--- config.mk ---
export PLATFORM = sky130hd
export DESIGN_NAME = fbcpu_mem
export DESIGN_NICKNAME = d
export VERILOG_FILES = /design/src/rtl/fbcpu_mem.sv
export SDC_FILE = /design/constraint.sdc
export NUM_CORES = 1
export LEC_CHECK = 0
export CAP_MARGIN = 20
export CORE_AREA = 4 4 303 305
export DETAILED_ROUTE_END_ITERATION = 8
export DIE_AREA = 0 0 307 309
export GPL_ROUTABILITY_DRIVEN = 0
export SKIP_CTS_REPAIR_TIMING = 1
export SLEW_MARGIN = 20
export SYNTH_ARGS = -nofsm -noshare
export SYNTH_HDL_FRONTEND = slang
export SYNTH_SLANG_ARGS = --single-unit
--- constraint.sdc ---
create_clock -name clk -period 6.1 [get_ports clk]
set_clock_uncertainty 0.05 [all_clocks]
set_input_delay 0.61 -clock clk [delete_from_list [all_inputs] [get_ports clk]]
set_output_delay 0.61 -clock clk [all_outputs]
set_load 0.01 [all_outputs]
--- src/rtl/fbcpu_mem.sv ---
// 64x10 single-port program/data memory for the FB-CPU bus, with a post-reset clear
// and a valid/ready program loader that holds the CPU in reset while it owns the port.
module fbcpu_mem #(
  parameter int ADDRESS_WIDTH = 6,
  parameter int DATA_WIDTH    = 10
) (
  input  logic                     clk,
  input  logic                     rst,
  input  logic [ADDRESS_WIDTH-1:0] MAR,
  input  logic                     RAMWr,
  input  logic [DATA_WIDTH-1:0]    MDRIn,
  output logic [DATA_WIDTH-1:0]    MDROut,
  input  logic                     ld_start,
  input  logic                     ld_valid,
  input  logic [DATA_WIDTH-1:0]    ld_data,
  input  logic                     ld_last,
  output logic                     ld_ready,
  output logic                     cpu_rst,
  output logic                     ld_done,
  output logic [ADDRESS_WIDTH:0]   ld_count
);

  localparam int DEPTH = 2 ** ADDRESS_WIDTH;
  localparam logic [ADDRESS_WIDTH-1:0] PTR_ONE = ADDRESS_WIDTH'(1);
  localparam logic [ADDRESS_WIDTH:0]   CNT_ONE = (ADDRESS_WIDTH + 1)'(1);

  typedef enum logic [1:0] {
    S_CLEAR,
    S_RUN,
    S_LOAD
  } state_t;

  state_t                   state_q;
  logic [ADDRESS_WIDTH-1:0] ptr_q;
  logic [ADDRESS_WIDTH:0]   cnt_q;
  logic [ADDRESS_WIDTH:0]   ld_count_q;
  logic                     ld_done_q;
  logic [DATA_WIDTH-1:0]    mdr_q;
  logic [DATA_WIDTH-1:0]    mem [DEPTH];

  logic                     we_d;
  logic [ADDRESS_WIDTH-1:0] wa_d;
  logic [DATA_WIDTH-1:0]    wd_d;
  logic                     last_word;

  // A load also stops after the top address so the pointer never wraps.
  assign last_word = ld_last || (ptr_q == '1);

  always_comb begin
    we_d = 1'b0;
    wa_d = MAR;
    wd_d = MDRIn;
    if (!rst) begin
      unique case (state_q)
        S_CLEAR: begin
          we_d = 1'b1;
          wa_d = ptr_q;
          wd_d = '0;
        end
        S_RUN: we_d = RAMWr;
        S_LOAD: begin
          we_d = ld_valid;
          wa_d = ptr_q;
          wd_d = ld_data;
        end
        default: we_d = 1'b0;
      endcase
    end
  end

  always_ff @(posedge clk) begin
    if (we_d) mem[wa_d] <= wd_d;
  end

  always_ff @(posedge clk) begin
    if (rst) begin
      state_q    <= S_CLEAR;
      ptr_q      <= '0;
      cnt_q      <= '0;
      ld_count_q <= '0;
      ld_done_q  <= 1'b0;
      mdr_q      <= '0;
    end else begin
      ld_done_q <= 1'b0;
      mdr_q     <= '0;
      unique case (state_q)
        S_CLEAR: begin
          ptr_q <= ptr_q + PTR_ONE;
          if (ptr_q == '1) state_q <= S_RUN;
        end
        S_RUN: begin
          // Read data is zeroed on the way into LOAD so the CPU sees nothing while held.
          if (ld_start) begin
            state_q <= S_LOAD;
            ptr_q   <= '0;
            cnt_q   <= '0;
          end else begin
            mdr_q <= mem[MAR];
          end
        end
        S_LOAD: begin
          if (ld_valid) begin
            ptr_q <= ptr_q + PTR_ONE;
            cnt_q <= cnt_q + CNT_ONE;
            if (last_word) begin
              state_q    <= S_RUN;
              ld_count_q <= cnt_q + CNT_ONE;
              ld_done_q  <= 1'b1;
            end
          end
        end
        default: state_q <= S_CLEAR;
      endcase
    end
  end

  assign MDROut   = mdr_q;
  assign ld_ready = (state_q == S_LOAD);
  assign cpu_rst  = (state_q != S_RUN);
  assign ld_done  = ld_done_q;
  assign ld_count = ld_count_q;

endmodule

## Word-level counts from Yosys, hierarchy flattened

Memory sizes are Yosys's and may differ from the RTL's. A register that Yosys moved wholly into a read port is not among the register bits.
Index checks and enable logic that the tools add are counted.
Widths: inputs -> output; s select.

| word-level totals | value |
|---|---|
| memory bits (writable) | 640 |
| memories kept | 1 |
| output and inout port bits | 20 |
| register bits | 23 |

| cells by class | value |
|---|---|
| reduce and logical (&&, ||, !) cells | 11 |
| equality and inequality tests | 8 |
| add/subtract/negate cells | 2 |
| bitwise operators | 3 |
| muxes and demuxes | 20 |

Memory list:

| name | depth | width | rd ports | clocked after memory_dff | write ports | RTL line | RTL |
|---|---|---|---|---|---|---|---|
| mem | 64 | 10 | 1 | 1 | 1 | 39 | `logic [DATA_WIDTH-1:0] mem [DEPTH];` |

Operators by type and width:

| kind | number |
|---|---|
| $mux 6 | 4 |
| $pmux 10 s2 | 1 |
| $pmux 6 s3 | 1 |
| $mux 7 | 2 |
| $pmux 7 s2 | 1 |
| $mux 10 | 1 |
| $reduce_and 3->1 | 3 |
| $mux 2 | 4 |
| $add 7x1->7 const B | 1 |
| $add 6x1->6 const B | 1 |
| $eq 6x6->1 const B | 1 |
| $ne 2x2->1 const B | 3 |
| $pmux 2 s3 | 1 |
| $reduce_or 3->1 | 2 |
| $mux 1 | 4 |
| $ne 2x1->1 const B | 2 |
| $reduce_and 4->1 | 1 |
| $not 1->1 | 3 |
| $pmux 1 s3 | 1 |
| $reduce_bool 3->1 | 1 |
| $eq 2x1->1 const B | 1 |
| $eq 2x2->1 const B | 1 |
| $logic_not 2->1 | 1 |
| $reduce_bool 2->1 | 1 |
| 2 further kinds | 2 |

## Longest topological paths before layout

| logic depth | value |
|---|---|
| word-level depth | 5 |
| gate-level depth with buffers | 10 |
| depth with buffers taken out | 6 |

## Least setup slack after synthesis

OpenSTA, ideal clock, no wires.

| timing | value |
|---|---|
| path type | input to register |
| start | input MAR[0] |
| end | memory mem[14][0], enable pin |
| arrival time | 2.461 ns |
| slack | 3.212 ns |
| data required time | 5.674 ns |
| stages | 9 |
| cells stage by stage | buf_6 -> buf_12 -> buf_6 -> buf_8 -> buf_6 -> mux2_2 -> nor3_2 -> nand2_1 -> nor2_1 |

| on the way | value |
|---|---|
| cells in the longest elaborated chain, start to end | 2 |

Ends and longest elaborated chain:

| item | RTL line | RTL |
|---|---|---|
| from (decl) | 9 | `input logic [ADDRESS_WIDTH-1:0] MAR,` |
| $mux 6 | 54 | `unique case (state_q)` |
| $mux 6 * | 53 | `if (!rst) begin` |
| to (decl) | 39 |  |

Every way passes the cells marked *; elsewhere a longest branch is shown, timed or not.

## Final worst setup path

| timing | value |
|---|---|
| start | input rst |
| end | memory mem[60][4], enable pin |

| on the way | value |
|---|---|
| cells in the longest elaborated chain, start to end | 3 |
| elaborated cells on any way between the ends | 4 |

Ends and longest elaborated chain:

| item | RTL line | RTL |
|---|---|---|
| from (decl) | 8 | `input logic rst,` |
| $mux 1 | 53 |  |
| $mux 1 | 72 | `if (we_d) mem[wa_d] <= wd_d;` |
| $mux 1 (not written as such) | 72 |  |

Parallel ways exist; a longest one is shown, timed or not.

==> metrics.cfg <==
[power]
totalPowerFinal_uw = 9750
power_density_nw_per_um2 = 320
cellLeakagePower_uw = 0.00975
peakVddDrop_mv = 0.156

[routing]
detail_route.vias_per_cell = 5.06
average_detailed_routed_wire_length_per_instance_um = 24.8
postRouteAntennaNets = 0
drt_drc_violations_left = 0
routed_vias = 13800
drt-total-wl_mm = 67.4
drt_first_pass_iters = 5
initialDrtViolationCount = 1340

[grt]
first_global_vias = 13900
grt_max_degree = 93
grt_antenna_before_repair = 4
overflow = 0
grt_pass1_wl_mm = 98.1
grt_usage_pct = 14.1

[timing]
worst-slew-pin-transition_ps = 1210
final.min_clock_period_ps = 3800
grt_setup_unrepaired = false
clock.fmax_ghz = 0.263
final_max_slew_viol_count = 0
max_slew_headroom_at_the_worst_pin_pct = 19.2
fin_crit_sh_pct = 62.4
timing.final.setup_violations = 0
final_hold_vio_count = 0
tns_ps = 0

[logic_synthesis]
synth_area_per_cell_um2 = 18.6
synth-warning-count = 0
synth_nets = 1460
postSynth.asyncResetShare_pct = 0
ys_seq_elements = 673
dominantRegCellSynth = edfxtp_1
netlist.area_leader.share_pct = 72.4
synth_top_area_cell = edfxtp_1
syn-cell-area_um2 = 26600
synth.lib_cells_used.distinct = 55
synthTopCellsByArea = edfxtp_1 (72%), mux4_2 (8.2%), mux2i_1 (5.3%)
synth_seq_area_share_pct = 74.9
synthCells = 1426
synth-edff-count = 640

[critical_path]
ff2ff_path_depth = 5
regToRegEndpoint = mem[60][4]
type_of_element_capturing_the_critical_path = flop
path_class = primary input to flop
cp_data_required_time_ps = 6260
cp_data_arrival_time_ps = 3970
critPathTopFamily = simple AND/OR/NAND/NOR gates
critical_path_peak_fanout = 29
setup.worst_path.start_class = primary input
crit_chain = clkdlybuf4s50_1, buf_4, or2_2, mux2_2, nor3_2, nand2_1, nor2_1
worst_r2r_startpoint = state_q[0]
critPathMaxStageDelay_ps = 890
worstPathBufferInverterCount = 2
worst_setup_path_startpoint = rst
register_to_register_path_setup_slack_ps = 2420
slowest_stage = nor2_1

[min_path]
worst_hold_path_type = flop to flop
whs_endpoint = ld_count[6]
holdPathStages = 2
hold_start = ld_count[6]

[die]
initial_core_util_pct = 29.7
die_x_um = 307
core_area_um2 = 89300
die_height_um = 309
ios = 52
die_area_um2 = 94900
placementRows = 110

[final_layout]
layout.nets = 1525
post_route_cells_drive_above_1_share_pct = 15.6
area_growth_from_synthesis_to_layout_pct = 14.9

[clocking]
clk_pin_slew_worst_paths_ps = 60
clock_tree.htree_level_count = 3
worst_case_clock_buffer_depth = 3
cts_root_buffer = clkbuf_16
cts_made_buffers = 68
cts.sinks = 673
clk_latency_ps = 600
cts_tree = done

[run_status]
status = complete, no violations

[placement]
buffer_ports.inserted = 51
dp.final_hpwl_mm = 41.2

[flow_run]
maxCapViolCount = 0

[how the worst max path moves through the flow]
stage / end / slack, ps / depth (start not counted)
after CTS: mem[44][6] / 2330 / 7
final: mem[60][4] / 2300 / 7
after floorplan: mem[14][0] / 3210 / 9
after global routing: mem[60][4] / 2100 / 7
after detailed placement: mem[44][8] / 1710 / 7
after global placement: mem[37][9] / 1860 / 7
[Yosys cell counts, types with 3 or more instances]
cell type  instances
edfxtp_1         640
mux2i_1          140
nor2_1           103
mux4_2            97
a22oi_1           60
nand2_1           60
nand3_1           34
dfxtp_1           33
clkbuf_1          30
a21oi_1           27
o21ai_0           19
a211oi_1          14
buf_6             13
buf_2             11
nand2b_1          11
nor2b_1           11
o211ai_1          10
o22ai_1           10
buf_1              8
a22o_1             7
a2111oi_0          6
buf_4              6
mux4_1             6
nand3b_1           6
buf_8              5
inv_1              5
o21a_1             5
or3_1              5
xor2_1             5
a32o_1             3
and3_1             3
nor3_1             3
xnor2_1            3
[layer usage]
| layer | wire [µm] | global-route usage (%) | vias up |
|---|---|---|---|
| li1 | - | - | 5911 |
| met1 | 27500 | 18.7 | 7096 |
| met2 | 32000 | 22.6 | 646 |
| met3 | 6010 | 3.70 | 113 |
| met4 | 1930 | 5.07 | 0 |
| met5 | 0 | 0 | - |
[cells by family after synthesis]
group,count (synthesis),share of synthesized area (%)
flip-flops,673,74.9
buffers and inverters,80,1.92
multiplexers,244,14.1
XOR/XNOR,8,0.264
AND/OR/NAND/NOR,245,4.15
AO/OA/AOI/OAI,174,4.56
adder cells (fa/ha/maj),2,0.0942
[worst register-to-register path, stage by stage, from the launching register on]
cell and delay, ps:
dfxtp_1 620, or2_2 490, mux2_2 410, nor3_2 230
nand2_1 600, nor2_1 900
[registers in the layout, summed over array words and instances (netlist names)]
signal and flops:
state_q 2, ld_count 7, MDROut 10, mem 640, ld_done 1, cnt_q 7, ptr_q 6
[report_power, final]
part	switching, µW	internal (µW)	total [µW]	leakage, µW
sequential	7.47	5080	5090	0.00611
clock	1750	2430	4180	0.00109
combinational	326	153	479	0.00254
total	2080	7670	9750	0.00975
[final cells by class]
cell class,instances,area [µm²]
inverter,5,18.8
clock buffer,82,1820
tap,1176,1470
sequential,673,19900
fill,8266,58800
timing repair buffer,70,676
antenna,2,5.00
clock inverter,37,399
multi-input combinational,673,6230
[layout by cell type, fill, tap and decap left out, drive strengths merged, types with 3 or more instances in the layout]
| cell | count |
|---|---|
| or3 | 5 |
| xor2 | 5 |
| mux4 | 103 |
| nor4 | 3 |
| a21oi | 27 |
| a211oi | 14 |
| a22o | 7 |
| clkdlybuf4s50 | 48 |
| nand2b | 11 |
| nand3 | 34 |
| o211ai | 10 |
| clkbuf | 82 |
| clkinv | 25 |
| bufinv | 7 |
| nor3 | 4 |
| inv | 9 |
| a2111oi | 6 |
| nand2 | 60 |
| a32o | 3 |
| xnor2 | 3 |
| nor2b | 11 |
| edfxtp | 640 |
| buf | 22 |
| a22oi | 60 |
| o22ai | 10 |
| dfxtp | 33 |
| nand3b | 6 |
| and3 | 3 |
| o21ai | 19 |
| o21a | 5 |
| mux2i | 140 |
| nor2 | 103 |
[through the flow]
step	util, %	setup WS, ps	hold WS (ps)	instance area, µm²	std cells
2_1_floorplan	-	3210	431	26600	1426
3_3_place_gp	31.7	1860	426	28300	2597
3_5_place_dp	31.7	1710	425	28300	2597
4_1_cts	34.1	2330	435	30500	2716
5_1_grt	34.1	2100	465	30500	2716
6_report	34.1	2300	432	30500	2718
(Power assumes the default switching activity.)
